$ cat config.mk
export PLATFORM = sky130hd
export DESIGN_NAME = div_rr_arbiter
export DESIGN_NICKNAME = d
export VERILOG_FILES = /design/src/rtl/div_pkg.sv /design/src/rtl/rr_pick.sv /design/src/rtl/div_rr_arbiter.sv
export SDC_FILE = /design/constraint.sdc
export NUM_CORES = 1
export LEC_CHECK = 0
export CORE_AREA = 2 2 91 93
export DETAILED_ROUTE_END_ITERATION = 8
export DIE_AREA = 0 0 93 95
export GPL_ROUTABILITY_DRIVEN = 1
export PLACE_DENSITY = 0.77
export RECOVER_POWER = 100
export SLEW_MARGIN = 20
export SYNTH_ARGS = -nofsm -noshare
export SYNTH_HDL_FRONTEND = slang
export SYNTH_SLANG_ARGS = --single-unit
$ cat constraint.sdc
create_clock -name clk_i -period 1.8 [get_ports clk_i]
set_input_delay 0.27 -clock clk_i [delete_from_list [all_inputs] [get_ports clk_i]]
set_output_delay 0.27 -clock clk_i [all_outputs]
set_load 0.01 [all_outputs]
$ cat src/rtl/div_pkg.sv
// Shared constants and FSM encoding for the divider round-robin arbiter.
package div_pkg;
   localparam int NUM_REQ_DEF = 4;
   localparam int W_DEF       = 10;
   localparam int TIMEOUT_DEF = 63;
   localparam int CNT_W       = 6;

   typedef enum logic [1:0] {
      ST_IDLE  = 2'd0,
      ST_ISSUE = 2'd1,
      ST_RUN   = 2'd2,
      ST_RESP  = 2'd3
   } state_e;
endpackage

$ cat src/rtl/rr_pick.sv
// Round-robin pick: first set request at or above ptr, wrapping to bit 0.
module rr_pick #(
   parameter int N  = 4,
   parameter int IW = 2
) (
   input  logic [N-1:0]  req_i,
   input  logic [IW-1:0] ptr_i,
   output logic [N-1:0]  gnt_o,
   output logic [IW-1:0] idx_o,
   output logic          any_o
);
   logic [N-1:0] mask;
   logic [N-1:0] masked;
   logic [N-1:0] src;

   for (genvar gi = 0; gi < N; gi++) begin : g_mask
      assign mask[gi] = (IW'(gi) >= ptr_i);
   end

   // Requests at/after ptr take priority; otherwise wrap to the lowest one.
   assign masked = req_i & mask;
   assign src    = (|masked) ? masked : req_i;
   assign gnt_o  = src & (~src + 1'b1);
   assign any_o  = |req_i;

   for (genvar bi = 0; bi < IW; bi++) begin : g_enc
      logic [N-1:0] sel;
      for (genvar gi = 0; gi < N; gi++) begin : g_bit
         assign sel[gi] = gnt_o[gi] & (((gi >> bi) & 1) == 1);
      end
      assign idx_o[bi] = |sel;
   end
endmodule

$ cat src/rtl/div_rr_arbiter.sv
// Shares one fixed-point divider among NUM_REQ clients with round-robin
// arbitration, operand latching, start pulse and per-client done/result.
module div_rr_arbiter
   import div_pkg::*;
#(
   parameter int NUM_REQ = NUM_REQ_DEF,
   parameter int W       = W_DEF,
   parameter int TIMEOUT = TIMEOUT_DEF
) (
   input  logic                 clk_i,
   input  logic                 rst_ni,
   input  logic [NUM_REQ-1:0]   req_i,
   input  logic [NUM_REQ*W-1:0] a_i,
   input  logic [NUM_REQ*W-1:0] b_i,
   output logic [NUM_REQ-1:0]   gnt_o,
   output logic [NUM_REQ-1:0]   done_o,
   output logic [W-1:0]         q_o,
   output logic                 ovf_o,
   output logic                 dvz_o,
   output logic                 err_o,
   output logic                 div_start_o,
   output logic [W-1:0]         div_a_o,
   output logic [W-1:0]         div_b_o,
   input  logic                 div_busy_i,
   input  logic                 div_valid_i,
   input  logic                 div_ovf_i,
   input  logic                 div_dvz_i,
   input  logic [W-1:0]         div_q_i
);
   localparam int IW = $clog2(NUM_REQ);

   state_e             state_q, state_d;
   logic [IW-1:0]      idx_q, idx_d, ptr_q, ptr_d;
   logic [NUM_REQ-1:0] gnt_q, gnt_d;
   logic [W-1:0]       a_q, a_d, b_q, b_d, q_q, q_d;
   logic               ovf_q, ovf_d, dvz_q, dvz_d, err_q, err_d;
   logic [CNT_W-1:0]   cnt_q, cnt_d;

   logic [NUM_REQ-1:0] pick_gnt;
   logic [IW-1:0]      pick_idx;
   logic               pick_any;
   logic [W-1:0]       a_slot [2**IW];
   logic [W-1:0]       b_slot [2**IW];

   // Completion flags are authoritative; busy carries no extra information here.
   logic unused_busy;
   assign unused_busy = div_busy_i;

   for (genvar gi = 0; gi < 2**IW; gi++) begin : g_slot
      if (gi < NUM_REQ) begin : g_used
         assign a_slot[gi] = a_i[gi*W +: W];
         assign b_slot[gi] = b_i[gi*W +: W];
      end else begin : g_pad
         assign a_slot[gi] = '0;
         assign b_slot[gi] = '0;
      end
   end

   rr_pick #(
      .N  (NUM_REQ),
      .IW (IW)
   ) u_pick (
      .req_i (req_i),
      .ptr_i (ptr_q),
      .gnt_o (pick_gnt),
      .idx_o (pick_idx),
      .any_o (pick_any)
   );

   always_ff @(posedge clk_i or negedge rst_ni) begin
      if (!rst_ni) begin
         state_q <= ST_IDLE;
         idx_q   <= '0;
         ptr_q   <= '0;
         gnt_q   <= '0;
         a_q     <= '0;
         b_q     <= '0;
         q_q     <= '0;
         ovf_q   <= 1'b0;
         dvz_q   <= 1'b0;
         err_q   <= 1'b0;
         cnt_q   <= '0;
      end else begin
         state_q <= state_d;
         idx_q   <= idx_d;
         ptr_q   <= ptr_d;
         gnt_q   <= gnt_d;
         a_q     <= a_d;
         b_q     <= b_d;
         q_q     <= q_d;
         ovf_q   <= ovf_d;
         dvz_q   <= dvz_d;
         err_q   <= err_d;
         cnt_q   <= cnt_d;
      end
   end

   always_comb begin
      state_d = state_q;
      idx_d   = idx_q;
      ptr_d   = ptr_q;
      gnt_d   = gnt_q;
      a_d     = a_q;
      b_d     = b_q;
      q_d     = q_q;
      ovf_d   = ovf_q;
      dvz_d   = dvz_q;
      err_d   = err_q;
      cnt_d   = cnt_q;
      unique case (state_q)
         ST_IDLE: begin
            if (pick_any) begin
               idx_d   = pick_idx;
               gnt_d   = pick_gnt;
               a_d     = a_slot[pick_idx];
               b_d     = b_slot[pick_idx];
               state_d = ST_ISSUE;
            end
         end
         ST_ISSUE: begin
            cnt_d   = '0;
            state_d = ST_RUN;
         end
         ST_RUN: begin
            // A completion arriving in the last allowed cycle still beats the abort.
            if (div_valid_i || div_dvz_i || div_ovf_i) begin
               q_d     = div_q_i;
               ovf_d   = div_ovf_i;
               dvz_d   = div_dvz_i;
               err_d   = 1'b0;
               state_d = ST_RESP;
            end else if (cnt_q == CNT_W'(TIMEOUT - 1)) begin
               q_d     = '0;
               ovf_d   = 1'b0;
               dvz_d   = 1'b0;
               err_d   = 1'b1;
               cnt_d   = cnt_q + 1'b1;
               state_d = ST_RESP;
            end else begin
               cnt_d = cnt_q + 1'b1;
            end
         end
         ST_RESP: begin
            gnt_d   = '0;
            ptr_d   = (idx_q == IW'(NUM_REQ - 1)) ? '0 : idx_q + 1'b1;
            state_d = ST_IDLE;
         end
         default: state_d = ST_IDLE;
      endcase
   end

   assign gnt_o       = gnt_q;
   assign done_o      = (state_q == ST_RESP) ? gnt_q : '0;
   assign q_o         = q_q;
   assign ovf_o       = ovf_q & (state_q == ST_RESP);
   assign dvz_o       = dvz_q & (state_q == ST_RESP);
   assign err_o       = err_q & (state_q == ST_RESP);
   assign div_start_o = (state_q == ST_ISSUE);
   assign div_a_o     = a_q;
   assign div_b_o     = b_q;
endmodule

==> results of run 1 <==
-- layout make-up --
class | count | area share
multi-input combinational | 223 | 0.319
timing repair buffer | 174 | 0.367
tap | 105 | 0.0273
sequential | 49 | 0.255
inverter | 7 | 0.00727
clock buffer | 6 | 0.0171
clock inverter | 2 | 0.00779
-- per-stage QoR --
step	hold slack [ns]	power [mW]	TNS [ns]	area [sq um]
floorplan	-0.0256	3.70	-0.0494	2890
global placement	0.275	5.29	-4.94	4560
detailed placement	0.279	5.40	-5.58	4560
CTS	0.474	6.28	-0.0282	4710
global route	0.517	6.79	-0.128	4820
finish	0.466	6.30	0	4820
-- cells by family (layout without fill, tap and decap cells) --
family	count (synthesis)	after routing	share of synthesized area
muxes	23	23	0.0811
and+or+nand+nor	106	106	0.171
DFF	49	49	0.430
buffers and inverters	30	189	0.0596
adders and majority gates	8	8	0.0351
AOI/OAI and AO/OA	85	85	0.220
xor gates and xnor gates	1	1	0.00307
-- worst register-to-register path: cells and delay by family, from the launching register on --
family / cells / cell delay [ns]
and+or+nand+nor: 3 / 0.65
DFF: 1 / 0.44
muxes: 1 / 0.29
buffers and inverters: 2 / 0.18
adders and majority gates: 1 / 0.11
-- power by group through the flow --
stage                     clock, mW  sequential [mW]  combinational, mW
final                         0.832             1.88               3.59
after CTS                     0.856             1.89               3.53
after global routing          0.899             1.94               3.95
after global placement            0             1.88               3.42
after floorplan                   0             2.01               1.69
after detailed placement          0             1.90               3.51
-- worst min-delay path by stage --
| stage | from | endpoint | slack, ns | depth (start not counted) |
|---|---|---|---|---|
| global placement | rst_ni | gnt_o[2]$_DFFE_PN0P_ | 0.27 | 2 |
| global route | div_b_o[3]$_DFFE_PN0P_ | div_b_o[3]$_DFFE_PN0P_ | 0.52 | 2 |
| CTS | cnt_q[5]$_DFFE_PN0P_ | cnt_q[5]$_DFFE_PN0P_ | 0.47 | 1 |
| detailed placement | rst_ni | gnt_o[2]$_DFFE_PN0P_ | 0.28 | 2 |
| finish | cnt_q[5]$_DFFE_PN0P_ | cnt_q[5]$_DFFE_PN0P_ | 0.47 | 1 |
| floorplan | rst_ni | cnt_q[0]$_DFFE_PN0P_ | -0.03 | 0 |
-- state kept, by name, summed over array words and instances (netlist names) --
signal	count
cnt_q	6
div_a_o	10
div_b_o	10
dvz_q	1
err_q	1
gnt_o	4
idx_q	2
ovf_q	1
ptr_q	2
q_o	10
state_q	2
-- cells in the final DEF, fill, tap and decap left out, types with 3 or more instances in the layout --
master	synthesis	layout
nand2b_1	3	3
dlygate4sd3_1	0	35
nor2b_1	6	4
clkdlybuf4s15_1	0	7
dlymetal6s2s_1	0	3
o221ai_1	19	19
mux2i_1	22	22
o211ai_1	18	18
buf_12	0	6
clkdlybuf4s50_1	0	94
buf_4	3	20
nand3_1	5	5
and2_1	11	11
inv_1	7	5
nand2_1	59	58
dfrtp_1	49	47
ha_1	8	6
clkbuf_8	0	6
nor2_1	12	9
o21ai_0	24	24
a21oi_1	7	7
-- per-layer routing --
metal / global-route usage / part of all wire
met1: 0.231 / 0.42
met2: 0.327 / 0.51
met3: 0.0311 / 0.051
met4: 0.0417 / 0.0095
met5: 0 / 0
-- repair_timing --
action                                  in CTS  in global routing
endpoints found under the setup margin       8                 23
cloned                                       0                  2
endpoints found under the hold margin       49                  0
pin swaps                                    0                  1
gates resized for setup                     14                 28
hold buffers                                 1                  0
buffers inserted                             1                  1
==> impl_metrics.toml, run 1 <==
[clock_network]
cts.sinks = 49
cts_buffer_depth = 2
cts_tree = "yes"
clkSlewWorstSetupHoldPaths_ns = 0.09
clk_latency_ns = 0.30
cts_buffers = 5
cts_max_level = 2
root_buffer = "clkbuf_8"

[critical_path]
crit_family = "simple AND/OR/NAND/NOR gates"
crit_end = "state_q[1]$_DFFE_PN0P_"
path_max_fanout = 4
r2r-start = "state_q[0]$_DFFE_PN0P_"
rr_endpoint = "state_q[1]$_DFFE_PN0P_"
crit_cells = 7
r2r_slack_ns = 0.007
worstSetupPathType = "reg2reg"
critical_path.cell_chain = "buf_6, inv_6, ha_4, or4b_4, nor2_4, nor2_2, mux2_4"
critPathCaptureType = "flop"
cp_slowest_cell = "or4b_4"
start_kind = "flop"
cp_data_required_time_ns = 1.99
max_stage_delay_ns = 0.48
crit_buf_inv = 2
setup.worst_path.start = "state_q[0]$_DFFE_PN0P_"
cp.arrival_ns = 1.98
reg2reg_depth = 7

[yosys]
yosysSeqAreaShare = 0.430
synth_common_cells = "59 x nand2_1, 49 x dfrtp_1, 24 x o21ai_0"
async_reset_ff_frac = 1.00
synth_top_area_frac = 0.430
yosysWarningCount = 0
synth_edf_count = 0
ys_types = 40
synth_flop_cell = "dfrtp_1"
synth_area_per_cell_sq_um = 9.45
synth_most_common_cell = "nand2_1"
syn-num-nets = 410
synth_cells = 302
yosys.area.top_type = "dfrtp_1"
ys_ff_latch = 49
synthTopCellsByArea = "dfrtp_1 43%, nand2_1 7.8%, mux2i_1 7.7%"
syn_area_sq_um = 2850

[power_and_ir_drop]
switching_share = 0.379
p_clk_frac = 0.132
power.share.combinational = 0.570
power_density_nw_per_um2 = 1310
sequentialPowerShare = 0.298
vdd_ir_drop_max_mv = 0.574
p_switching_mw = 2.39
internal-power_mw = 3.91
p_leak_nw = 2.11

[sta]
setup_viol = 0
finalClockSkew_ns = 0.00901
post-route-period-util = 0.996
fmax_mhz = 558
worst_slack_ns = 0.00739
min_period_ns = 1.79
drv_slew = 0
rsz0062_at_grt = "true"
finalHoldViolCount = 0
tightest_slew_ns = 1.10
timing.slew.headroom = 0.266

[place]
portBuffers = 140
finalWeightedCongestion = 0.789
dp_cells = 553
dp_hpwl_microns = 5960
pre_cts_ws_ns = -0.264

[cells_and_area]
layout-drive-gt1-share = 0.143
fin_util = 0.608
final_cell_count_no_fill = 566
multiInputGateArea_sq_um = 1540
nNetsFinal = 568
areaGrowthSynthToFinish_pct = 69.0
seq_area_sq_um = 1230
insertedDiodeCount = 0
fillers = 657

[floorplan]
initial_utilization = 0.360
die_y_microns = 95
dieArea_sq_um = 8840
core_region_area_sq_um = 7930
ios = 142
row_count = 33
fp.dieW_microns = 93

[routing]
drc = 0
routed_via_density = 5.10
vias = 2885
wl_per_cell_microns = 15.1
drt_pass1_iterations = 4
antenna_left = 0
routed_wl_microns = 8540
drtIter0Drc = 108

[run_status]
status = "finished, final reports clean"

[global_route]
grt_pass1_vias = 2810
overflow = 0
track_usage = 0.183
grt_max_degree = 50
grt_pass1_wl_microns = 13100
antenna_found_initial = 0

[min_path]
hp-class = "reg2reg"

[job]
drv_cap = 0
(Power assumes the default switching activity.)
==> run 2: changes to the inputs <==
Settings changed: GPL_ROUTABILITY_DRIVEN 1 to 0.
==> results of run 2 <==
Same layout as run 1: the final DEF is identical, and so are final timing and power.
